$ cat src/rtl/signature_accumulator_pkg.sv
// Shared types and helpers for the signature accumulator: FSM state encoding
// and a width-generic left-rotate.
package signature_accumulator_pkg;

  typedef enum logic [1:0] {
    ST_IDLE = 2'd0,
    ST_RUN  = 2'd1,
    ST_DONE = 2'd2
  } state_e;

  // Rotates the low w bits of v left by r; bits above w must be zero on entry.
  function automatic logic [63:0] rotl(input logic [63:0] v, input int unsigned w,
                                       input int unsigned r);
    logic [63:0] mask;
    mask = (w >= 64) ? '1 : ((64'd1 << w) - 64'd1);
    return ((v << r) | (v >> (w - r))) & mask;
  endfunction

endpackage

$ cat src/rtl/signature_accumulator_if.sv
// Control/observation bundle of the signature accumulator; the block is the
// slave, whoever drives runs and golden values is the master.
interface signature_accumulator_if #(
  parameter int DATA_W = 8,
  parameter int ACC_W  = 16,
  parameter int CNT_W  = 8,
  parameter int N_CH   = 4
);
  logic                     start;
  logic                     abort;
  logic                     free_run;
  logic [DATA_W-1:0]        seed;
  logic [N_CH*DATA_W-1:0]   ch_data;
  logic [ACC_W-1:0]         expected;
  logic                     snap_req;
  logic [CNT_W-1:0]         stimulus;
  logic [ACC_W-1:0]         signature;
  logic [ACC_W-1:0]         snap_sig;
  logic                     snap_valid;
  logic                     busy;
  logic                     done;
  logic                     match;

  modport master (
    output start, abort, free_run, seed, ch_data, expected, snap_req,
    input  stimulus, signature, snap_sig, snap_valid, busy, done, match
  );

  modport slave (
    input  start, abort, free_run, seed, ch_data, expected, snap_req,
    output stimulus, signature, snap_sig, snap_valid, busy, done, match
  );
endinterface

$ cat src/rtl/signature_accumulator_scrambler.sv
// Folds the seed and every observation channel together with XOR.
module sig_scrambler #(
  parameter int DATA_W = 8,
  parameter int N_CH   = 4
) (
  input  logic [DATA_W-1:0]      seed_i,
  input  logic [N_CH*DATA_W-1:0] ch_data_i,
  output logic [DATA_W-1:0]      scrambled_o
);
  always_comb begin
    scrambled_o = seed_i;
    for (int c = 0; c < N_CH; c++) scrambled_o ^= ch_data_i[c*DATA_W +: DATA_W];
  end
endmodule

$ cat src/rtl/signature_accumulator.sv
// Counter-driven signature accumulator: each RUN cycle adds the scrambled
// observation into the low byte of the signature and rotates it left.
module signature_accumulator
  import signature_accumulator_pkg::*;
#(
  parameter int DATA_W = 8,
  parameter int ACC_W  = 16,
  parameter int CNT_W  = 8,
  parameter int N_CH   = 4,
  parameter int ROT    = 1
) (
  input  logic                    clk,
  input  logic                    reset,
  signature_accumulator_if.slave  bus
);
  state_e             state_q, state_d;
  logic [CNT_W-1:0]   stim_q, stim_d;
  logic [ACC_W-1:0]   sig_q, sig_d, snap_q, snap_d, upd;
  logic               snap_vld_q, snap_vld_d, done_q, done_d, match_q, match_d;
  logic               fr_q, fr_d;
  logic [DATA_W-1:0]  scrambled, sum;

  sig_scrambler #(.DATA_W(DATA_W), .N_CH(N_CH)) u_scr (
    .seed_i      (bus.seed),
    .ch_data_i   (bus.ch_data),
    .scrambled_o (scrambled)
  );

  // Carry out of the low field is dropped; the upper field passes untouched.
  assign sum = sig_q[DATA_W-1:0] + scrambled;
  assign upd = ACC_W'(rotl(64'({sig_q[ACC_W-1:DATA_W], sum}), ACC_W, ROT));

  always_comb begin
    state_d    = state_q;
    stim_d     = stim_q;
    sig_d      = sig_q;
    fr_d       = fr_q;
    done_d     = 1'b0;
    match_d    = match_q;
    snap_d     = bus.snap_req ? sig_q : snap_q;
    snap_vld_d = bus.snap_req;
    case (state_q)
      ST_IDLE: if (bus.start) begin
        stim_d  = '0;
        sig_d   = '0;
        fr_d    = bus.free_run;
        state_d = ST_RUN;
      end
      ST_RUN: begin
        if (bus.abort) begin
          state_d = ST_IDLE;
        end else if (!(&stim_q)) begin
          sig_d  = upd;
          stim_d = stim_q + CNT_W'(1);
        end else begin
          // End of pass: signature holds; free-run wraps, one-shot finishes.
          done_d  = 1'b1;
          match_d = (sig_q == bus.expected);
          if (fr_q) stim_d = '0;
          else      state_d = ST_DONE;
        end
      end
      ST_DONE: state_d = ST_IDLE;
      default: state_d = ST_IDLE;
    endcase
  end

  always_ff @(posedge clk) begin
    if (!reset) begin
      state_q    <= ST_IDLE;
      stim_q     <= '0;
      sig_q      <= '0;
      snap_q     <= '0;
      snap_vld_q <= 1'b0;
      done_q     <= 1'b0;
      match_q    <= 1'b0;
      fr_q       <= 1'b0;
    end else begin
      state_q    <= state_d;
      stim_q     <= stim_d;
      sig_q      <= sig_d;
      snap_q     <= snap_d;
      snap_vld_q <= snap_vld_d;
      done_q     <= done_d;
      match_q    <= match_d;
      fr_q       <= fr_d;
    end
  end

  assign bus.stimulus   = stim_q;
  assign bus.signature  = sig_q;
  assign bus.snap_sig   = snap_q;
  assign bus.snap_valid = snap_vld_q;
  assign bus.busy       = (state_q == ST_RUN);
  assign bus.done       = done_q;
  assign bus.match      = match_q;
endmodule

$ cat src/flat_wrapper.sv
// flat-port wrapper written by rule: the top's interface ports become plain ports
module signature_accumulator_flat import signature_accumulator_pkg::*;
#(
  parameter int DATA_W = 8,
  parameter int ACC_W  = 16,
  parameter int CNT_W  = 8,
  parameter int N_CH   = 4,
  parameter int ROT    = 1
)
  (clk, reset, bus_start, bus_abort, bus_free_run, bus_seed, bus_ch_data, bus_expected, bus_snap_req, bus_stimulus, bus_signature, bus_snap_sig, bus_snap_valid, bus_busy, bus_done, bus_match);
  signature_accumulator_if #(.DATA_W(DATA_W), .ACC_W(ACC_W), .CNT_W(CNT_W), .N_CH(N_CH)) bus_i ();
  input  logic clk;
  input  logic reset;
  input wire logic [$bits(bus_i.start)-1:0] bus_start;
  input wire logic [$bits(bus_i.abort)-1:0] bus_abort;
  input wire logic [$bits(bus_i.free_run)-1:0] bus_free_run;
  input wire logic [$bits(bus_i.seed)-1:0] bus_seed;
  input wire logic [$bits(bus_i.ch_data)-1:0] bus_ch_data;
  input wire logic [$bits(bus_i.expected)-1:0] bus_expected;
  input wire logic [$bits(bus_i.snap_req)-1:0] bus_snap_req;
  output wire logic [$bits(bus_i.stimulus)-1:0] bus_stimulus;
  output wire logic [$bits(bus_i.signature)-1:0] bus_signature;
  output wire logic [$bits(bus_i.snap_sig)-1:0] bus_snap_sig;
  output wire logic [$bits(bus_i.snap_valid)-1:0] bus_snap_valid;
  output wire logic [$bits(bus_i.busy)-1:0] bus_busy;
  output wire logic [$bits(bus_i.done)-1:0] bus_done;
  output wire logic [$bits(bus_i.match)-1:0] bus_match;
  assign bus_i.start = bus_start;
  assign bus_i.abort = bus_abort;
  assign bus_i.free_run = bus_free_run;
  assign bus_i.seed = bus_seed;
  assign bus_i.ch_data = bus_ch_data;
  assign bus_i.expected = bus_expected;
  assign bus_i.snap_req = bus_snap_req;
  assign bus_stimulus = bus_i.stimulus;
  assign bus_signature = bus_i.signature;
  assign bus_snap_sig = bus_i.snap_sig;
  assign bus_snap_valid = bus_i.snap_valid;
  assign bus_busy = bus_i.busy;
  assign bus_done = bus_i.done;
  assign bus_match = bus_i.match;
  signature_accumulator #(.DATA_W(DATA_W), .ACC_W(ACC_W), .CNT_W(CNT_W), .N_CH(N_CH), .ROT(ROT)) u_core (.clk(clk), .reset(reset), .bus(bus_i));
endmodule
$ cat config.mk
export PLATFORM = sky130hd
export DESIGN_NAME = signature_accumulator_flat
export DESIGN_NICKNAME = d
export VERILOG_FILES = /design/src/rtl/signature_accumulator_pkg.sv /design/src/rtl/signature_accumulator_if.sv /design/src/rtl/signature_accumulator_scrambler.sv /design/src/rtl/signature_accumulator.sv /design/src/flat_wrapper.sv
export SDC_FILE = /design/constraint.sdc
export NUM_CORES = 1
export LEC_CHECK = 0
export CORE_MARGIN = 1
export CORE_UTILIZATION = 43
export CTS_CLUSTER_DIAMETER = 150
export DETAILED_ROUTE_END_ITERATION = 7
export GPL_ROUTABILITY_DRIVEN = 0
export MAX_ROUTING_LAYER = met4
export PLACE_DENSITY = 0.85
export SLEW_MARGIN = 5
export SYNTH_ARGS = -nofsm -noshare
export SYNTH_HDL_FRONTEND = slang
export SYNTH_SLANG_ARGS = --single-unit
$ cat constraint.sdc
create_clock -name clk -period 2.9 [get_ports clk]
set_clock_uncertainty 0.1 [all_clocks]
set_input_delay 0.435 -clock clk [delete_from_list [all_inputs] [get_ports clk]]
set_output_delay 0.435 -clock clk [all_outputs]
set_load 0.02 [all_outputs]
== Word-level counts from Yosys, hierarchy flattened ==
Index checks and enable logic that the tools add are counted.

* Output and inout port bits: 44
* Input port bits: 62
* Word-level logic and storage cells: 50
* Register bits after elaboration: 46

* Add/subtract/negate cells: 2
* Multiplexer cells: 15
* Equal/unequal tests: 8
* Reductions and logical operators: 9
* Bitwise logic cells: 8

{| class="wikitable"
|+ Operator list
! kind !! count
|-
| 2-to-1 mux 16 bit || 3
|-
| 2-to-1 mux 8 bit || 4
|-
| case mux 16 bit (2 select lines) || 1
|-
| bitwise XOR 8 bit || 4
|-
| equality test 16 bit || 1
|-
| bitwise OR 16 x 1 -> 16 bit || 1
|-
| case mux 8 bit (2 select lines) || 1
|-
| AND reduction 10 bit || 1
|-
| adder 8 x 1 -> 8 bit (second input constant) || 1
|-
| adder 8 bit || 1
|-
| 2-to-1 mux 2 bit || 4
|-
| AND reduction 4 bit || 2
|-
| AND reduction 8 bit || 1
|-
| != test 2 bit (second input constant) || 3
|-
| != test 3 x 2 -> 1 bit (second input constant) || 2
|-
| case mux 2 bit (2 select lines) || 1
|-
| != test 3 bit (second input constant) || 1
|-
| inverter 1 bit || 3
|-
| AND reduction 3 bit || 1
|-
| OR reduction 3 bit || 1
|-
| equality test 2 x 1 -> 1 bit (second input constant) || 1
|-
| zero test 2 bit || 1
|-
| AND reduction 2 bit || 1
|-
| nonzero test 2 bit || 1
|-
| 2-to-1 mux 1 bit || 1
|}

== Logic depth before layout (Yosys ltp) ==
Gate-level depths: netlist of run 1.

* Depth in word-level cells: 9
* Mapped depth: 11
* Mapped depth without buffers: 11

== Hierarchy ==
From an unflattened synthesis of run 1, not the netlist that was laid out.

* Cells, all modules: 289
* Area total of the unflattened synthesis: 2702.6 um2

{| class="wikitable"
|+ Modules (own cells, without submodules)
! module !! instances !! sequential area each (um2) !! area each (um2) !! cells each
|-
| signature_accumulator || 1 || 920.9 || 2382.3 || 265
|-
| sig_scrambler || 1 || 0.0 || 320.3 || 24
|}

== Worst setup path before layout of run 1 ==
Ideal clock, no wire load.

* Path type: input -> register
* Start: in bus_seed[0]
* End: reg u_core.sig_q[7], in the netlist u_core.bus.signature[7]
* Path slack: 0.586 ns
* Data arrival time: 2.118 ns
* Stages on the path: 11
* Library setup time: 0.095 ns
* Buffers on the path: 0
* Required time: 2.705 ns
* Cells stage by stage: xnor2_1 -> xnor2_1 -> xnor2_1 -> ha_1 -> inv_1 -> fa_1 -> nand2b_1 -> a21oi_1 -> o21a_1 -> o2111ai_1 -> o311ai_1

* Longest elaborated chain between the ends: 9

{| class="wikitable"
|+ RTL lines
! what !! RTL line !! RTL
|-
| from (decl) || flat_wrapper.sv:17 || <nowiki>input wire logic [$bits(bus_i.seed)-1:0] bus_seed;</nowiki>
|-
| bitwise XOR 8 bit (4 in series) || signature_accumulator_scrambler.sv:12 || <nowiki>for (int c = 0; c < N_CH; c++) scrambled_o ^= ch_data_i[c*DATA_W +: DATA_W];</nowiki>
|-
| adder 8 bit || signature_accumulator.sv:30 || <nowiki>assign sum = sig_q[DATA_W-1:0] + scrambled;</nowiki>
|-
| bitwise OR 16 x 1 -> 16 bit || signature_accumulator_pkg.sv:16 || <nowiki>return ((v << r) | (v >> (w - r))) & mask;</nowiki>
|-
| 2-to-1 mux 16 bit || signature_accumulator.sv:52 || <nowiki>end else if (!(&stim_q)) begin</nowiki>
|-
| 2-to-1 mux 16 bit || signature_accumulator.sv:50 || <nowiki>if (bus.abort) begin</nowiki>
|-
| case mux 16 bit (2 select lines) || signature_accumulator.sv:42 || <nowiki>case (state_q)</nowiki>
|-
| to (signal assigned) || signature_accumulator.sv:81 || <nowiki>sig_q <= sig_d;</nowiki>
|-
| to (decl) || signature_accumulator.sv:18 || <nowiki>logic [ACC_W-1:0] sig_q, sig_d, snap_q, snap_d, upd;</nowiki>
|}

Every way passes these cells. The select of a mux whose other input is x is not followed.
A chain may end at the register's enable or synchronous reset.

== Worst setup path in the final report of run 1 ==
* Start: in bus_ch_data[16]
* End: reg u_core.sig_q[7], in the netlist u_core.bus.signature[7]

* Longest elaborated chain between the ends: 7

{| class="wikitable"
|+ RTL lines
! what !! RTL line !! RTL
|-
| from (decl) || flat_wrapper.sv:18 || <nowiki>input wire logic [$bits(bus_i.ch_data)-1:0] bus_ch_data;</nowiki>
|-
| bitwise XOR 8 bit (2 in series) || signature_accumulator_scrambler.sv:12 ||
|-
| adder 8 bit || signature_accumulator.sv:30 ||
|-
| bitwise OR 16 x 1 -> 16 bit || signature_accumulator_pkg.sv:16 ||
|-
| 2-to-1 mux 16 bit || signature_accumulator.sv:52 ||
|-
| 2-to-1 mux 16 bit || signature_accumulator.sv:50 ||
|-
| case mux 16 bit (2 select lines) || signature_accumulator.sv:42 ||
|}

Every way passes these cells. The select of a mux whose other input is x is not followed.

==> summary.txt, run 1 <==
Synth
  • Ys async rst share: 0%
  • Post-Syn Area per Cell: around 9.0 sq um
  • Unique masters post-synth: 44
  • Most used DFF post-synth: dfxtp_1
  • Count leader, synth: dfxtp_1
  • Most frequent cells after synthesis: dfxtp_1, nor2_1, xnor2_1, xor2_1, mux2i_1
  • Register area share after synthesis: about 37%
  • EDFF count, synth: 0
  • #FFs+latches synth: 46
  • Synthesized Nets: about 350
  • Area leader, netlist: dfxtp_1
  • Cells after Synth: approximately 280
  • Post-Syn Area: around 2500 sq um
  • YS warnings: 0
  • Top cell type's share of synthesized area: a little over a third
  • Top post-synthesis cells by area: dfxtp_1, xnor2_1, mux2i_1

Pwr
  • Internal: ~1.0 mW
  • Net Sw Frac: 27.96%
  • Net Sw Power: ~0.4 mW
  • Leakage: approximately 1.4 nW
  • Logic pwr share: 26.0%
  • Clock power frac: between 20% and 30%
  • Power consumption: 1.454 mW
  • Flop pwr share: a little under half
  • Peak supply drop: 0.3315 mV
  • P per Cell Area: approximately 390 nW/um^2

STA
  • Tightest Pin Transition: just over 1000 ps
  • Final worst slack: 161.7 ps
  • Slew headroom: 32.16%
  • Fin. max-slew vios: 0
  • Setup violators final: 0
  • Final Hold Viols: 0
  • Fmax: roughly 370 MHz
  • Final period util: about 94%
  • Fin crit period: about 2700 ps
  • RSZ-0062 raised after global routing: false

Place
  • DP Cell Count: between 400 and 500
  • IO buf count: around 110
  • Post-DP HPWL: roughly 4800 microns
  • Worst Setup Slack post-DPL: -123.8 ps

Setup path
  • Setup CP Type: in -> reg
  • Reg2reg end: u_core.bus.signature[7]
  • Worst Setup End Kind: flip-flop
  • Setup slack, reg-to-reg: around 470 ps
  • Crit-path max FO: 3
  • Worst path required time: about 3000 ps
  • Worst reg-to-reg path cell count: 6
  • CP Launch Type: input port
  • Reg-to-Reg Start: u_core.bus.stimulus[0]
  • Worst Path Arrival: between 2000 and 3000 ps

Final layout
  • Final #Nets: 459
  • Post-layout util: about two thirds
  • Ratio of cells with drive above 1 in the final layout: around 3.9%
  • Layout Area Growth over Synthesis: 48.31%
  • Final Non-Filler Cells: 460
  • Diodes inserted: 0

CTS
  • Clock tree buffer depth: 2
  • Setup bufs post-CTS: 0
  • CTS clock-pin slew for the worst setup and hold paths: 90 ps
  • CTS resizes: 0
  • Sink Count: 46
  • Hold_buf cts: 0
  • CTS H-tree depth: 2
  • Root buffer cell: clkbuf_8
  • Clock latency on the worst-skew pair: between 200 and 300 ps
  • CTS buffer count: 5
  • CTS tree: done

Min path
  • Beginning of the worst hold path: u_core.bus.snap_sig[11]
  • Hold Path Cell Cnt: 2
  • Hold-critical path endpoint: u_core.bus.snap_sig[11]
  • Hold crit path type: reg -> reg

Global routing
  • Largest net degree at the start of global routing: 27
  • Number of global-route vias before repair: between 2000 and 2500
  • Global Route Usage Sum: a little over a fifth
  • Global-route wire length before repair: approximately 10000 microns
  • Initial antenna violation count: 0
  • Grt total ovfl: 0

Drt
  • Vias per Instance: roughly 5.2
  • WL/cell: between 10 and 15 microns
  • Initial drt markers: 109
  • Antenna-violating nets left: 0
  • DRC: 0
  • Drt first pass iters: 4
  • WL final: between 6000 and 7000 microns
  • DR vias: ~2400

Floorplanning
  • Starting Density: approximately 45%
  • Ports: between 100 and 150
  • DIE HEIGHT: roughly 80 microns
  • Die area: roughly 6200 sq um
  • Row cnt: 27
  • Placeable Area: about 5600 sq um
  • Die width: just under 80 microns

Outcome
  • Status: finished clean

Flow run
  • Maximum Capacitance Violations: 0
[kinds of logic after synthesis]
group	synth area share (%)
adders and majority gates	5.258
xor gates and xnor gates	18.40
DFF	36.51
muxes	6.349
AOI/OAI and AO/OA	14.09
buffers and inverters	3.224
and+or+nand+nor	16.17
[cell usage in the layout, fill, tap and decap left out, drive strengths merged, types with 2 or more instances in the layout]
cell type / synthesis / layout
nor4: 6 / 6
nand3: 11 / 11
nand2: 11 / 11
ha: 9 / 9
and2: 2 / 2
a21oi: 11 / 11
clkinv: 2 / 2
a211oi: 2 / 2
o21ai: 13 / 13
nor2: 36 / 36
buf: 5 / 4
nand2b: 7 / 7
a32o: 3 / 3
clkdlybuf4s50: 0 / 105
nor3: 3 / 3
mux2i: 16 / 16
a22oi: 11 / 11
nand4: 4 / 4
inv: 6 / 7
or3: 2 / 2
o21a: 2 / 2
dfxtp: 46 / 46
xor2: 18 / 18
a31oi: 3 / 3
xnor2: 35 / 35
clkbuf: 5 / 6
[registers in the layout, summed over array words and instances, names as in the netlist]
register and flops:
u_core.bus.stimulus 8, u_core.fr_q 1, u_core.state_q 2, u_core.bus.match 1, u_core.bus.done 1, u_core.bus.snap_sig 16, u_core.bus.snap_valid 1, u_core.bus.signature 16
[critical path, cell delays in order]
cell	delay (ps)
clkdlybuf4s50_1	410
xnor2_1	210
xnor2_1	170
xnor2_1	160
ha_1	200
inv_1	60
fa_1	420
nand2b_1	170
a21oi_1	190
o21a_1	160
o2111ai_1	110
o311ai_1	140
[stage by stage]
| stage | TNS (ps) | instance area (sq um) | hold WS, ps |
|---|---|---|---|
| 2_1_floorplan | 0 | 2522 | 400.1 |
| 3_3_place_gp | 0 | 3642 | 371.3 |
| 5_1_grt | 0 | 3741 | 422.2 |
| 6_report | 0 | 3741 | 399.8 |
| 4_1_cts | 0 | 3741 | 405.6 |
| 3_5_place_dp | -124.3 | 3642 | 382.0 |
[per-layer routing]
metal  part of all wire (%)  track usage (%)  up-vias
li1                       -                -     1191
met1                     41            23.65     1102
met2                     51            36.26       88
met3                    5.0            4.070       12
met4                    2.3            7.593        0
met5                      0                -        -
[power by group through the flow]
stage               registers (mW)  logic [mW]  clock network, mW
finish                       0.660       0.378              0.417
global route                 0.662       0.414              0.450
CTS                          0.660       0.380              0.422
detailed placement           0.674       0.378                  0
global placement             0.674       0.366                  0
floorplan                    0.680       0.215                  0
[final cells by class]
class,count,area [sq um]
Fill cell,475,1833
Multi-Input combinational cell,217,1520
Timing Repair Buffer,109,1081
Sequential cell,46,920.9
Tap cell,72,90.09
Clock buffer,6,82.58
Inverter,8,30.03
Clock inverter,2,16.27
[worst max-delay path by stage]
stage          slack [ps]            start  cells past startpoint                 endpoint
6_report              160  bus_ch_data[16]                     12  u_core.bus.signature[7]
5_1_grt               0.7      bus_seed[0]                     12  u_core.bus.signature[7]
4_1_cts               150  bus_ch_data[16]                     12  u_core.bus.signature[7]
3_5_place_dp         -120  bus_ch_data[16]                     12  u_core.bus.signature[7]
3_3_place_gp           20  bus_ch_data[16]                     12  u_core.bus.signature[7]
2_1_floorplan         590      bus_seed[0]                     11  u_core.bus.signature[7]
No activity file was read; power rests on OpenSTA's default activity.
==> run 2: changes to the inputs <==
--- a/config.mk
+++ b/config.mk
@@ -5,6 +5,7 @@
 export SDC_FILE = /design/constraint.sdc
 export NUM_CORES = 1
 export LEC_CHECK = 0
+export CAP_MARGIN = 20
 export CORE_MARGIN = 1
 export CORE_UTILIZATION = 43
 export CTS_CLUSTER_DIAMETER = 150
==> results of run 2 <==
No change in the layout: final DEF, timing and power equal those of run 1.
